==> src/rtl/program_sequencer_if.sv <==
// ---------------------------------------------------------------------------
// program_sequencer_if
//   Processor-side bus of the boot/program sequencer: the reset and start
//   strobes plus the valid/ready instruction write channel.
//   master : driven by the sequencer (cpu_reset, cpu_write, program_out,
//            cpu_start out; cpu_ready in)
//   slave  : seen by the processor core (directions mirrored)
// ---------------------------------------------------------------------------
interface program_sequencer_if #(
  parameter int INSTR_W = 23
);
  logic               cpu_reset;    // active-high reset to processor
  logic               cpu_write;    // instruction valid
  logic               cpu_ready;    // processor accepts instruction
  logic [INSTR_W-1:0] program_out;  // instruction word
  logic               cpu_start;    // start strobe

  modport master (
    output cpu_reset, cpu_write, program_out, cpu_start,
    input  cpu_ready
  );

  modport slave (
    input  cpu_reset, cpu_write, program_out, cpu_start,
    output cpu_ready
  );
endinterface

==> src/rtl/program_sequencer.sv <==
// ---------------------------------------------------------------------------
// program_sequencer
//   Boot sequencer for a simple processor core. Holds the core in reset,
//   streams a stored instruction image over a valid/ready write channel,
//   then pulses start for a fixed number of cycles.
//
//   clk         : system clock, rising edge
//   reset       : asynchronous active-low reset of the sequencer
//   cfg_we      : write image[cfg_addr] <= cfg_data (only while idle/done)
//   cfg_addr    : image write address
//   cfg_data    : image write data
//   prog_len    : instructions to stream, sampled when go is accepted
//   go          : start a run (level, sampled each cycle while idle/done)
//   busy        : run in progress
//   done        : last run completed, sticky until the next accepted go
//   sent_count  : instructions transferred in the current/last run
//   bus         : processor side (cpu_reset, cpu_write, cpu_ready,
//                 program_out, cpu_start)
//
//   All outputs are registered; next-state decode drives the output flops
//   so every output changes together with the state it belongs to.
// ---------------------------------------------------------------------------
module program_sequencer #(
  parameter  int INSTR_W      = 23,
  parameter  int DEPTH        = 16,
  parameter  int RESET_CYCLES = 2,
  parameter  int START_CYCLES = 2,
  localparam int ADDR_W       = (DEPTH > 1) ? $clog2(DEPTH) : 1
) (
  input  logic                clk,
  input  logic                reset,
  input  logic                cfg_we,
  input  logic [ADDR_W-1:0]   cfg_addr,
  input  logic [INSTR_W-1:0]  cfg_data,
  input  logic [ADDR_W:0]     prog_len,
  input  logic                go,
  output logic                busy,
  output logic                done,
  output logic [ADDR_W:0]     sent_count,
  program_sequencer_if.master bus
);

  localparam int LEN_W   = ADDR_W + 1;
  localparam int CNT_MAX = (RESET_CYCLES > START_CYCLES) ? RESET_CYCLES : START_CYCLES;
  localparam int CNT_W   = $clog2(CNT_MAX + 1);

  localparam logic [CNT_W-1:0] RST_LAST   = CNT_W'(RESET_CYCLES - 1);
  localparam logic [CNT_W-1:0] START_LAST = CNT_W'(START_CYCLES - 1);
  localparam logic [LEN_W-1:0] LEN_MAX    = LEN_W'(DEPTH);

  typedef enum logic [2:0] {
    S_IDLE,
    S_RST_HOLD,
    S_STREAM,
    S_START,
    S_DONE
  } state_e;

  state_e              state_q,     state_d;
  logic [CNT_W-1:0]    cnt_q,       cnt_d;
  logic [ADDR_W-1:0]   idx_q,       idx_d;
  logic [LEN_W-1:0]    len_q,       len_d;
  logic [LEN_W-1:0]    sent_q,      sent_d;
  logic                cpu_reset_q, cpu_reset_d;
  logic                cpu_write_q, cpu_write_d;
  logic                cpu_start_q, cpu_start_d;
  logic [INSTR_W-1:0]  prog_q,      prog_d;
  logic                busy_q,      busy_d;
  logic                done_q,      done_d;

  logic [INSTR_W-1:0]  image_mem [DEPTH];

  logic                cfg_open;
  logic                transfer;
  logic [ADDR_W-1:0]   idx_next;
  logic [LEN_W-1:0]    len_clamped;

  // The image may only change between runs, so a stream always sees a
  // frozen copy; a write in the same cycle as an accepted go still lands
  // before streaming begins.
  assign cfg_open    = (state_q == S_IDLE) || (state_q == S_DONE);
  assign transfer    = cpu_write_q & bus.cpu_ready;
  assign idx_next    = idx_q + ADDR_W'(1);
  assign len_clamped = (prog_len > LEN_MAX) ? LEN_MAX : prog_len;

  // NOTE: the image is plain storage with no reset; clearing it would
  // force a flop-per-bit array and the contents are meant to survive reset.
  always_ff @(posedge clk) begin
    if (cfg_we && cfg_open) begin
      image_mem[cfg_addr] <= cfg_data;
    end
  end

  // NOTE: every signal gets its hold value first, so no path through the
  // case statement can leave a variable unassigned and infer a latch.
  always_comb begin
    state_d     = state_q;
    cnt_d       = cnt_q;
    idx_d       = idx_q;
    len_d       = len_q;
    sent_d      = sent_q;
    cpu_reset_d = cpu_reset_q;
    cpu_write_d = cpu_write_q;
    cpu_start_d = cpu_start_q;
    prog_d      = prog_q;
    busy_d      = busy_q;
    done_d      = done_q;

    unique case (state_q)
      S_IDLE, S_DONE: begin
        if (go) begin
          state_d     = S_RST_HOLD;
          cnt_d       = '0;
          idx_d       = '0;
          len_d       = len_clamped;
          sent_d      = '0;
          cpu_reset_d = 1'b1;
          busy_d      = 1'b1;
          done_d      = 1'b0;
        end
      end

      S_RST_HOLD: begin
        if (cnt_q == RST_LAST) begin
          cnt_d       = '0;
          cpu_reset_d = 1'b0;
          if (len_q != '0) begin
            state_d     = S_STREAM;
            cpu_write_d = 1'b1;
            prog_d      = image_mem[0];
          end else begin
            state_d     = S_START;
            cpu_start_d = 1'b1;
          end
        end else begin
          cnt_d = cnt_q + CNT_W'(1);
        end
      end

      S_STREAM: begin
        // Without a transfer the word and valid simply hold (backpressure).
        if (transfer) begin
          if (sent_q < len_q) begin
            sent_d = sent_q + LEN_W'(1);
          end
          if ({1'b0, idx_q} == len_q - LEN_W'(1)) begin
            state_d     = S_START;
            cnt_d       = '0;
            cpu_write_d = 1'b0;
            prog_d      = '0;
            cpu_start_d = 1'b1;
          end else begin
            idx_d  = idx_next;
            prog_d = image_mem[idx_next];
          end
        end
      end

      S_START: begin
        if (cnt_q == START_LAST) begin
          state_d     = S_DONE;
          cpu_start_d = 1'b0;
          busy_d      = 1'b0;
          done_d      = 1'b1;
        end else begin
          cnt_d = cnt_q + CNT_W'(1);
        end
      end

      default: begin
        state_d = S_IDLE;
      end
    endcase
  end

  // NOTE: state is updated with non-blocking assignments so every flop
  // samples the pre-edge value of the others, independent of order.
  always_ff @(posedge clk or negedge reset) begin
    if (!reset) begin
      state_q     <= S_IDLE;
      cnt_q       <= '0;
      idx_q       <= '0;
      len_q       <= '0;
      sent_q      <= '0;
      cpu_reset_q <= 1'b1;
      cpu_write_q <= 1'b0;
      cpu_start_q <= 1'b0;
      prog_q      <= '0;
      busy_q      <= 1'b0;
      done_q      <= 1'b0;
    end else begin
      state_q     <= state_d;
      cnt_q       <= cnt_d;
      idx_q       <= idx_d;
      len_q       <= len_d;
      sent_q      <= sent_d;
      cpu_reset_q <= cpu_reset_d;
      cpu_write_q <= cpu_write_d;
      cpu_start_q <= cpu_start_d;
      prog_q      <= prog_d;
      busy_q      <= busy_d;
      done_q      <= done_d;
    end
  end

  assign bus.cpu_reset   = cpu_reset_q;
  assign bus.cpu_write   = cpu_write_q;
  assign bus.cpu_start   = cpu_start_q;
  assign bus.program_out = prog_q;
  assign busy            = busy_q;
  assign done            = done_q;
  assign sent_count      = sent_q;

endmodule

==> src/flat_wrapper.sv <==
// flat-port wrapper written by rule: the top's interface ports become plain ports
module program_sequencer_flat 
#(
  parameter  int INSTR_W      = 23,
  parameter  int DEPTH        = 16,
  parameter  int RESET_CYCLES = 2,
  parameter  int START_CYCLES = 2,
  localparam int ADDR_W       = (DEPTH > 1) ? $clog2(DEPTH) : 1
)
  (clk, reset, cfg_we, cfg_addr, cfg_data, prog_len, go, busy, done, sent_count, bus_cpu_reset, bus_cpu_write, bus_program_out, bus_cpu_start, bus_cpu_ready);
  program_sequencer_if #(.INSTR_W(INSTR_W)) bus_i ();
  input  logic clk;
  input  logic reset;
  input  logic cfg_we;
  input  logic [ADDR_W-1:0] cfg_addr;
  input  logic [INSTR_W-1:0] cfg_data;
  input  logic [ADDR_W:0] prog_len;
  input  logic go;
  output logic busy;
  output logic done;
  output logic [ADDR_W:0] sent_count;
  output wire logic [$bits(bus_i.cpu_reset)-1:0] bus_cpu_reset;
  output wire logic [$bits(bus_i.cpu_write)-1:0] bus_cpu_write;
  output wire logic [$bits(bus_i.program_out)-1:0] bus_program_out;
  output wire logic [$bits(bus_i.cpu_start)-1:0] bus_cpu_start;
  input wire logic [$bits(bus_i.cpu_ready)-1:0] bus_cpu_ready;
  assign bus_cpu_reset = bus_i.cpu_reset;
  assign bus_cpu_write = bus_i.cpu_write;
  assign bus_program_out = bus_i.program_out;
  assign bus_cpu_start = bus_i.cpu_start;
  assign bus_i.cpu_ready = bus_cpu_ready;
  program_sequencer #(.INSTR_W(INSTR_W), .DEPTH(DEPTH), .RESET_CYCLES(RESET_CYCLES), .START_CYCLES(START_CYCLES)) u_core (.clk(clk), .reset(reset), .cfg_we(cfg_we), .cfg_addr(cfg_addr), .cfg_data(cfg_data), .prog_len(prog_len), .go(go), .busy(busy), .done(done), .sent_count(sent_count), .bus(bus_i));
endmodule
==> config.mk <==
export PLATFORM = sky130hd
export DESIGN_NAME = program_sequencer_flat
export DESIGN_NICKNAME = d
export VERILOG_FILES = /design/src/rtl/program_sequencer_if.sv /design/src/rtl/program_sequencer.sv /design/src/flat_wrapper.sv
export SDC_FILE = /design/constraint.sdc
export NUM_CORES = 1
export LEC_CHECK = 0
export CAP_MARGIN = 20
export CORE_ASPECT_RATIO = 1.4
export CORE_UTILIZATION = 44
export CTS_CLUSTER_DIAMETER = 40
export CTS_CLUSTER_SIZE = 40
export DETAILED_ROUTE_END_ITERATION = 12
export SLEW_MARGIN = 40
export SYNTH_ARGS = -nofsm -noshare
export SYNTH_HDL_FRONTEND = slang
export SYNTH_SLANG_ARGS = --single-unit
export TNS_END_PERCENT = 30
==> constraint.sdc <==
create_clock -name clk -period 4.2 [get_ports clk]
set_input_delay 0.42 -clock clk [delete_from_list [all_inputs] [get_ports clk]]
set_output_delay 0.42 -clock clk [all_outputs]
set_load 0.02 [all_outputs]
After elaboration in Yosys (flattened, before gate mapping)
Memory sizes are Yosys's and may differ from the RTL's.
Cells that the tools add are included.
{"block": "totals", "in_bits": 37, "reg_bits": 47, "mem_bits_rw": 368, "mem_count": 1}
{"memory": "u_core.image_mem", "depth": 16, "width": 23, "read_ports": 2, "rd_clocked_by_memory_dff": 0, "wr": 1, "line_no": "program_sequencer.sv:71", "source": "logic [INSTR_W-1:0] image_mem [DEPTH];"}
{"block": "op_classes", "eq_ne": 16, "bitwise_logic": 1, "n_lt_le_gt_ge": 2, "n_mux": 46, "n_reduce_logical": 21, "n_addsub": 4}
{"operator": "$mux W23", "count": 4}
{"operator": "$pmux W23 S2", "count": 1}
{"operator": "$mux W5", "count": 4}
{"operator": "$mux W1", "count": 15}
{"operator": "$mux W3", "count": 5}
{"operator": "$reduce_and A5 Y1", "count": 3}
{"operator": "$mux W4", "count": 3}
{"operator": "$ne A2 B1 Y1 const B", "count": 6}
{"operator": "$pmux W3 S4", "count": 1}
{"operator": "$reduce_and A4 Y1", "count": 3}
{"operator": "$mux W2", "count": 5}
{"operator": "$pmux W5 S2", "count": 1}
{"operator": "$ne A2 B2 Y1 const B", "count": 4}
{"operator": "$pmux W1 S2", "count": 4}
{"operator": "$pmux W2 S4", "count": 1}
{"operator": "$pmux W4 S2", "count": 1}
{"operator": "$reduce_bool A2 Y1", "count": 4}
{"operator": "$eq A3 B2 Y1 const B", "count": 2}
{"operator": "$reduce_and A3 Y1", "count": 2}
{"operator": "$reduce_and A6 Y1", "count": 1}
{"operator": "$add A5 B1 Y5 const B", "count": 1}
{"operator": "$eq A4 B5 Y1", "count": 1}
{"operator": "$gt A5 B5 Y1 const B", "count": 1}
{"operator": "$lt A5 B5 Y1", "count": 1}
{"operator": "16 further kinds", "count": 16}

Depth between registers and ports, before layout
Gate-level depths: netlist of the first run.
{"block": "logic_depth", "ltp_word": 5, "depth_mapped": 8}

Worst setup path after synthesis of the first run
OpenSTA, ideal clock, no wires.
{"block": "synth_timing", "path_type": "register to register", "start": "register u_core.state_q[1]", "end": "memory u_core.image_mem[2][0], enable pin", "arrival_ps": 2949, "path_stages_with_launch": 6, "setup_slack_ps": 814, "n_path_buf": 1, "required_ps": 3763, "setup_time_ps": 437, "path_cell_list": "dfrtp_1 > clkbuf_1 > nor2_1 > nand2_1 > or3_1 > nor3b_1"}
{"block": "synth_between", "elab_chain_len": 5, "word_cells_on_any_way": 6, "classes_between": "1 x eq/ne; 2 x mux; 3 x reduce/logical"}
{"item": "start: declaration", "line_no": "program_sequencer.sv:59", "source": "state_e state_q, state_d;"}
{"item": "start signal: assignment", "line_no": "program_sequencer.sv:192", "source": "state_q <= state_d;"}
{"item": "$eq A3 B3 Y1 or $logic_not A3 Y1 (tied branches)", "line_no": "program_sequencer.sv:81", "source": "assign cfg_open = (state_q == S_IDLE) || (state_q == S_DONE);"}
{"item": "$logic_or A1 B1 Y1 *", "line_no": "program_sequencer.sv:81"}
{"item": "$logic_and A1 B1 Y1 *", "line_no": "program_sequencer.sv:89", "source": "if (cfg_we && cfg_open) begin"}
{"item": "$mux W1 *", "line_no": "program_sequencer.sv:89"}
{"item": "$mux W1 (implied by the code) *", "line_no": "program_sequencer.sv:90", "source": "image_mem[cfg_addr] <= cfg_data;"}
{"item": "end: declaration", "line_no": "program_sequencer.sv:71"}
Mark *: on every way between the ends. The rest lies on a longest branch, timed or not.

==> results of run 1 <==
[per-stage QoR]
stage                     utilization  worst slack (ns)  cell area, um^2  instances  total power (uW)
after global placement          0.482              1.40            18100       1460              8290
after CTS                       0.532              1.35            20000       1559             12200
after detailed placement        0.493              1.37            18500       1482              8350
after global routing            0.533              1.20            20000       1560             12600
after floorplan                     -             0.814            16700        953              7280
final                           0.533              1.37            20000       1560             12100
[Yosys cell counts, drive strengths merged, types with 3 or more instances]
library cell  count
buf              22
nor2b             6
mux4             92
nor3              7
o211ai           28
mux2i             4
nand3            55
xnor2             4
ha                9
nor3b             4
clkbuf           27
nand3b            3
dfrtp            46
a21oi            10
a21o              3
edfxtp          368
nand2b            7
nand2           158
xor2              5
inv              14
o21ai            32
or3               3
nor2             24
[cell type report]
class                      count  area [um^2]
inverter                      14         52.6
fill                        2917        17500
clock buffer                  47         1110
multi-input combinational    475         4390
tap                          473          592
timing repair buffer         106         1260
sequential                   415        12200
clock inverter                30          364
[sequential cells by signal, indices dropped and copies added (netlist names)]
register                cells
u_core.bus.cpu_reset        1
u_core.bus.cpu_start        1
u_core.bus.cpu_write        1
u_core.bus.program_out     23
u_core.busy                 1
u_core.cnt_q                2
u_core.done                 1
u_core.idx_q                4
u_core.image_mem          368
u_core.len_q                5
u_core.sent_count           5
u_core.state_q              3
[cells in the final DEF, fill, tap and decap left out, types with 7 or more instances in the layout]
cell and count:
nand2b_1 7, clkdlybuf4s50_1 68, a21oi_1 9, nand3_1 54
clkbuf_16 43, o211ai_2 20, edfxtp_1 368, inv_1 13
buf_8 14, ha_1 8, o21ai_1 26, inv_6 7
nor2_4 12, nand2_1 158, nor2_1 11, o211ai_1 8
buf_4 12, buf_16 8, dfrtp_1 45, mux4_2 92
[power breakdown]
part	internal (uW)	switching [uW]	total, uW
clock	2100	1780	3880
sequential	4750	257	5010
combinational	1480	1740	3220
[cell families (layout without fill, tap and decap cells)]
logic type / after synthesis / after routing / share of synthesized area
fa+ha+maj: 9 / 9 / 0.00673
mux: 98 / 98 / 0.128
flops: 415 / 415 / 0.730
buf+inv: 63 / 197 / 0.0173
compound gates: 88 / 88 / 0.0407
simple gates: 271 / 271 / 0.0722
xor+xnor: 9 / 9 / 0.00516
[critical path, delay by kind of cell, from the launching register on]
| family | cells | cell delay (ns) |
|---|---|---|
| AND/OR/NAND/NOR | 3 | 1.07 |
| AO/OA/AOI/OAI | 2 | 0.50 |
| buffers and inverters | 2 | 0.45 |
| flip-flops | 1 | 0.38 |
| adder cells (fa/ha/maj) | 1 | 0.29 |
[worst min-delay path by stage]
stage	end	from	slack, ns	cells past startpoint
floorplan	u_core.bus.cpu_start	reset	0.12	0
global placement	u_core.bus.cpu_reset	u_core.bus.cpu_reset	0.49	2
detailed placement	u_core.bus.cpu_reset	u_core.bus.cpu_reset	0.50	2
CTS	u_core.bus.program_out[21]	reset	0.005	2
global route	u_core.bus.program_out[21]	reset	0.05	2
finish	u_core.bus.program_out[21]	reset	-0.004	2
[routing by layer]
metal	vias up	wire length, um	GRT usage
li1	3932	-	-
met1	4669	15300	0.248
met2	237	19700	0.360
met3	65	1670	0.0298
met4	0	1250	0.0813
met5	-	0	0
==> results.md, run 1 <==
- Status: finished with violations
- Failing checks: negative hold slack
- Syn Std Cell Area: 16700 um^2
- RR Startpoint: u_core.cnt_q[1]
- Vias per inst: 5.71
- Post-Route Setup TNS: 0 ns
- Post-synthesis sequential area ratio: 0.730
- Ports: 70
- Worst setup EP type: flop
- Starting Density: 0.446
- Post-CTS resize count: 0
- PortBufs: 69
- Critical path peak fanout: 27
- Rows: 84
- H-tree Lvls: 2
- Vias in the first global route: 9435
- Max Slew Vio Count: 0
- Synth Flop Type: edfxtp_1
- First-pass GRT wire length: 57800 um
- Clock transition at path regs: 0.07 ns
- Area fraction of the dominant cell type after synthesis: 0.660
- DRT iter0 DRCs: 628
- Core box area: 37500 um^2
- Worst Hold Class: in -> async
- Post-Synthesis Cells: 953
- Crit Reg-Reg Endpoint: u_core.idx_q[2]
- Final Hold Viols: 5
- Clk buf depth: 3
- Clock Sinks: 415
- Worst setup SP type: flop
- Total Routed Length: 37900 um
- FF+latch count, synth: 415
- Worst vdd ir: 0.365 mV
- CTS tree: yes
- Worst slew margin: 0.461
- Gpl congestion: 0.800
- P_leak: 0.00668 uW
- Synth area leaders: edfxtp_1 66%, mux4_2 12%, dfrtp_1 6.9%
- Clk Latency, worst-skew pair: 0.55 ns
- Mean Syn Cell Area: 17.6 um^2
- Worst r2r path cells: 8
- Worst R2R Setup Slack: 1.37 ns
- Ant diodes: 0
- Synth cell types: 53
- Warnings, synthesis: 0
- Period utilization: 0.675
- Post-CTS Repair Setup Buffers: 0
- Layout Nets: 1100
- Initial antenna violation count: 0
- Worst setup path end: u_core.idx_q[2]
- Crit path cell chain: inv_1 -> ha_1 -> nand2_1 -> or3_4 -> a21oi_4 -> buf_4 -> nand3_4 -> a31o_1
- Crit path DAT: 3.25 ns
- Fraction of registers with async set/reset: 0.113
- DIE AREA: 38800 um^2
- Fmax achieved: 0.353 GHz
- Final min period: 2.83 ns
- RSZ-0062 raised after global routing: false
- Layout cells sized above 1: 0.236
- Via count: 8903
- Tightest Pin Transition: 0.808 ns
- Vert. Die Dim: 233 um
- DRT Pass-1 Iters: 5
- Grt total ovfl: 0
- CP Launch Point: u_core.cnt_q[1]
- Pwr Density: 605 nW/um^2
- Syn Nets: 999
- Wire per inst: 24.3 um
- Critical path required time: 4.62 ns
- Maxcap violations: 0
- Largest net degree at the start of global routing: 97
- Worst path max stage delay: 0.50 ns
- Fin Hold WS: -0.00402 ns
- Slowest-stage cell, CP: nand3_4
- Die outline width: 167 um
- DPL Wire Length: 22400 um
- Antenna-violating nets left: 0
- Setup CP Type: reg -> reg
- Top cell type by total area after synthesis: edfxtp_1
- Global-route usage over all layers: 0.203
- Root Driver: clkbuf_16
- Clock Skew: 0.0202 ns
- DRC: 0
- TritonCTS Buffers: 42
- Synthesis-to-finish area growth: 19.5%
- Hold Buf Count CTS: 0
- Number of synthesized flops with an enable pin: 368
- Final setup fails: 0
Note: power is estimated with default switching activity, not from simulation.
==> run 2, diff against run 1 <==
==> constraint.sdc (replaced) <==
create_clock -name clk -period 2.65 [get_ports clk]
set_input_delay 0.265 -clock clk [delete_from_list [all_inputs] [get_ports clk]]
set_output_delay 0.265 -clock clk [all_outputs]
set_load 0.02 [all_outputs]
==> run 2 against run 1 <==
The run now ends clean. Clock skew increased by 0.0057 ns. Wire length increased by 0.47%. Count of clock-buffer cells in the layout decreased by 5. Cell count hardly changed. Largest power group unchanged. Highest routed layer is now met5.
==> results.md, run 2 (same netlist as run 1, synthesis figures left out) <==
- DIE AREA: 38800 um^2
- P_leak: 0.00661 uW
- Ports: 70
- Top reg by flops: u_core.image_mem
- DPL Wire Length: 21700 um
- Worst setup SP type: flop
- Top delay family on crit path: simple AND/OR/NAND/NOR gates
- Buffers plus inverters on the worst setup path: 2
- Antenna-violating nets left: 0
- Worst Hold Class: in -> async
- Root Driver: clkbuf_16
- Routed met3 length: 1710 um
- Wire per inst: 24.4 um
- Final min period: 2.31 ns
- Grt total ovfl: 0
- Layout cells sized above 1: 0.230
- DRC: 0
- Post-CTS resize count: 0
- Met2 WL: 20000 um
- Critical path required time: 3.11 ns
- Commonest non-fill, non-tap cell in the layout: edfxtp_1
- RSZ-0062 raised after global routing: false
- Tightest Pin Transition: 0.575 ns
- Uppermost layer routed: met5
- Fin util: 0.529
- Most frequent cells in the layout: 368 x edfxtp_1, 158 x nand2_1, 92 x mux4_2, 68 x clkdlybuf4s50_1, 54 x nand3_1
- Worst slew margin: 0.615
- Rows: 84
- Vert. Die Dim: 233 um
- First-pass GRT wire length: 57800 um
- Setup CP Type: reg -> reg
- Fillers: 2979
- Critical path peak fanout: 24
- Core box area: 37500 um^2
- Initial antenna violation count: 1
- Vias per inst: 5.71
- Crit path DAT: 2.77 ns
- Fmax achieved: 0.433 GHz
- Fin Hold WS: 0.174 ns
- CTS tree: yes
- Clock Sinks: 415
- DRT iter0 DRCs: 649
- Total Routed Length: 38100 um
- Status: finished, final reports clean
- Pwr Density: 954 nW/um^2
- Slowest-stage cell, CP: dfrtp_1
- Crit path cell chain: inv_1 -> ha_1 -> nor4b_2 -> or3_4 -> a21oi_4 -> buf_4 -> o2111a_1 -> a31o_1
- Layout Nets: 1103
- H-tree Lvls: 2
- PortBufs: 69
- Placed Instance Area: 18500 um^2
- Clock transition at path regs: 0.07 ns
- Via count: 8908
- DRT Pass-1 Iters: 5
- Clk buf depth: 3
- Clk Latency, worst-skew pair: 0.54 ns
- Synthesis-to-finish area growth: 18.5%
- Gpl congestion: 0.809
- Ant diodes: 0
- Period utilization: 0.872
- Largest net degree at the start of global routing: 48
- Final setup fails: 0
- Max Slew Vio Count: 0
- Final Hold Viols: 0
- Maxcap violations: 0
- Largest register FFs: 368
- Global-route usage over all layers: 0.204
- Met1 Wirelength: 15500 um
- Worst setup EP type: flop
- Die outline width: 167 um
- Starting Density: 0.446
- Final Cell Area: 19800 um^2
- Vias in the first global route: 9446
- Worst vdd ir: 0.541 mV
- Worst path max stage delay: 0.42 ns
- Clock Skew: 0.0259 ns
- TritonCTS Buffers: 38
==> run 2: changes by cell type in the layout (fill, tap and decap cells not counted), moves of 3 or more <==
cell and delta:
buf_12 +15, buf_16 -8, buf_4 +14, buf_8 -14
clkbuf_16 -4, clkinv_1 +4, clkinv_8 -3, inv_8 -4
==> run 2: final cells by class <==
cell class	count	area, um^2	share of cell area
Clock buffer	42	1010	0.0508
Timing Repair Buffer	113	1230	0.0621
Inverter	14	52.6	0.00265
Sequential cell	415	12200	0.617
Tap cell	473	592	0.0298
Clock inverter	27	318	0.0160
Multi-Input combinational cell	475	4400	0.222
==> run 2: per-stage QoR <==
stage	setup slack (ns)	total power, uW	setup TNS, ns	instances
finish	0.338	18900	0	1559
global placement	0.378	13400	0	1489
CTS	0.333	19100	0	1559
global route	0.206	19800	0	1559
floorplan	-0.735	11500	-30.17	953
detailed placement	0.361	13400	0	1489
==> run 2: worst paths after layout <==
kind | startpoint | end | slack [ns] | cells after the start
setup reg to reg | u_core.len_q[0] | u_core.idx_q[2] | 0.34 | 8
hold / removal | reset | u_core.bus.program_out[3] | 0.17 | 2
hold reg to reg | u_core.bus.program_out[22] | u_core.bus.program_out[22] | 0.50 | 2
setup / recovery | u_core.len_q[0] | u_core.idx_q[2] | 0.34 | 8
max in group asynchronous | reset | u_core.bus.cpu_reset | 1.76 | 3
min in group clk | prog_len[3] | u_core.len_q[3] | 0.33 | 3
==> run 2: timing repair <==
item | 4_1_cts | 5_1_grt
endpoints found under the hold margin | 15 | 0
buffers inserted | 0 | 0
hold buffers | 1 | 0
setup endpoints to repair | 0 | 0
==> run 2: power by group <==
part / switching (uW) / internal (uW)
registers: 384 / 7530
clock network: 2560 / 3160
logic: 2860 / 2430
==> run 2: layer usage <==
layer | up-vias | GRT usage
met5 | - | 0
met4 | 2 | 0.0602
met3 | 54 | 0.0272
met2 | 250 | 0.367
met1 | 4672 | 0.256
li1 | 3930 | -
==> run 3, diff against run 2 <==
--- a/config.mk
+++ b/config.mk
@@ -6,11 +6,14 @@
 export NUM_CORES = 1
 export LEC_CHECK = 0
 export CAP_MARGIN = 20
+export CELL_PAD_IN_SITES_DETAIL_PLACEMENT = 1
+export CELL_PAD_IN_SITES_GLOBAL_PLACEMENT = 1
 export CORE_ASPECT_RATIO = 1.4
 export CORE_UTILIZATION = 44
 export CTS_CLUSTER_DIAMETER = 40
 export CTS_CLUSTER_SIZE = 40
 export DETAILED_ROUTE_END_ITERATION = 12
+export PLACE_DENSITY_LB_ADDON = 0.1
 export SLEW_MARGIN = 40
 export SYNTH_ARGS = -nofsm -noshare
 export SYNTH_HDL_FRONTEND = slang
==> run 3 against run 2 <==
Sequential cell count unchanged. Clock power up 16%. Critical endpoint is now u_core.bus.program_out[14]. Final area up 2.2%. Sequential share of layout area down 1.3 points. Combinational power up 3%.
==> results.md, run 3 (same netlist as run 1, synthesis figures left out) <==
- Top reg by flops: u_core.image_mem
- Crit path DAT: 2.74 ns
- Largest net degree at the start of global routing: 48
- Global-route usage over all layers: 0.215
- Setup CP Type: reg -> reg
- Worst Hold Class: in -> reg
- Core box area: 37500 um^2
- Fillers: 3395
- Final setup fails: 0
- CTS tree: yes
- Fmax achieved: 0.430 GHz
- Gpl congestion: 0.782
- DPL Wire Length: 22400 um
- Period utilization: 0.878
- Final Hold Viols: 0
- H-tree Lvls: 2
- Starting Density: 0.446
- Worst vdd ir: 0.607 mV
- Clock transition at path regs: 0.06 ns
- Sw frac: 0.307
- First-pass GRT wire length: 60600 um
- Pwr Density: 988 nW/um^2
- Worst R2R Setup Slack: 0.32 ns
- Vert. Die Dim: 233 um
- Critical path required time: 3.06 ns
- PortBufs: 69
- Synthesis-to-finish area growth: 21.1%
- Largest register FFs: 368
- DRC: 0
- Combinational power share: 0.272
- P_leak: 0.00680 uW
- DRT Pass-1 Iters: 5
- Fin util: 0.540
- Final min period: 2.33 ns
- TritonCTS Buffers: 45
- Worst setup SP type: flop
- RSZ-0062 raised after global routing: false
- Rows: 84
- Switching power: 6160 uW
- Antenna-violating nets left: 0
- Via count: 8862
- Commonest non-fill, non-tap cell in the layout: edfxtp_1
- Die outline width: 167 um
- Clock Sinks: 415
- Total Routed Length: 39900 um
- CP Launch Point: u_core.len_q[0]
- DRT iter0 DRCs: 647
- Post-CTS resize count: 0
- Grt total ovfl: 0
- Worst setup path end: u_core.bus.program_out[14]
- Worst slew margin: 0.525
- Layout Nets: 1111
- Wire per inst: 25.3 um
- Tightest Pin Transition: 0.713 ns
- Ports: 70
- Maxcap violations: 0
- Crit Reg-Reg Endpoint: u_core.bus.program_out[14]
- Initial antenna violation count: 0
- RR Startpoint: u_core.len_q[0]
- Critical path peak fanout: 14
- Clk Latency, worst-skew pair: 0.56 ns
- Fin Hold WS: 0.282 ns
- Vias per inst: 5.63
- Most frequent cells in the layout: 368 x edfxtp_1, 158 x nand2_1, 92 x mux4_2, 68 x clkdlybuf4s50_1, 54 x nand3_1
- Clock power frac: 0.332
- Vias in the first global route: 9692
- Root Driver: clkbuf_16
- Worst r2r path cells: 8
- DIE AREA: 38800 um^2
- Worst setup EP type: flop
- Clock Skew: 0.0142 ns
- Clk buf depth: 3
- Int Power: 13900 uW
- Flop pwr share: 0.396
- Layout cells sized above 1: 0.244
- Status: finished, final reports clean
- Max Slew Vio Count: 0
- Ant diodes: 0
## run 3: changes by cell type in the layout (fill, tap and decap cells not counted), sizes merged
cell,delta
clkbuf,+8
buf,+1
clkinv,+1
inv,+7
bufinv,+1
clkinvlp,-2
## run 3: area by class of cell
class,count,area [um^2],share of cell area
sequential,415,12200,0.604
multi-input combinational,475,4400,0.217
timing repair buffer,114,1360,0.0673
clock buffer,50,1200,0.0591
tap,473,592,0.0292
clock inverter,34,424,0.0209
inverter,14,52.6,0.00259
## run 3: repair_timing
action | CTS | global route
setup buffers | 0 | 0
hold endpoints to repair | 46 | 0
hold buffers | 1 | 0
## run 3: worst min-delay path by stage
stage / startpoint / endpoint / slack (ns) / cells past startpoint
after floorplan: reset / u_core.bus.cpu_start / -0.03 / 0
after global placement: reset / u_core.bus.program_out[21] / 0.45 / 2
after detailed placement: reset / u_core.bus.program_out[21] / 0.46 / 2
after CTS: prog_len[2] / u_core.len_q[2] / 0.26 / 3
after global routing: prog_len[1] / u_core.len_q[1] / 0.31 / 3
final: prog_len[2] / u_core.len_q[2] / 0.28 / 3
## run 3: critical path, cell delays in order (launching register included)
cell and delay [ns]:
dfrtp_1 0.42, inv_1 0.07, ha_1 0.25, nor4b_2 0.19, or3_4 0.41, a21o_1 0.34
buf_4 0.28, nand2_1 0.11, o211ai_2 0.10
## run 3: through the flow
step                power, uW  std cells  area [um^2]  setup WS [ns]  TNS [ns]
floorplan               11500        953        16700         -0.735    -30.17
global placement        13500       1490        18600          0.343         0
detailed placement      13600       1490        18600          0.311         0
CTS                     20300       1575        20300          0.295         0
global route            21000       1575        20300          0.179         0
finish                  20000       1575        20300          0.323         0
## run 3: power by group through the flow
stage                     Sequential (uW)  Clock [uW]  Combinational [uW]
final                                7940        6650                5440
after global routing                 7990        7000                5960
after CTS                            7950        6800                5560
after detailed placement             8080           0                5530
after global placement               8080           0                5430
after floorplan                      8150           0                3390
## run 3: routing by layer
layer / vias to the layer above / track usage / routed length [um]
li1: 3960 / - / -
met4: 0 / 0.0518 / 705
met2: 167 / 0.398 / 21600
met5: - / 0 / 0
met1: 4689 / 0.263 / 15900
met3: 46 / 0.0293 / 1610
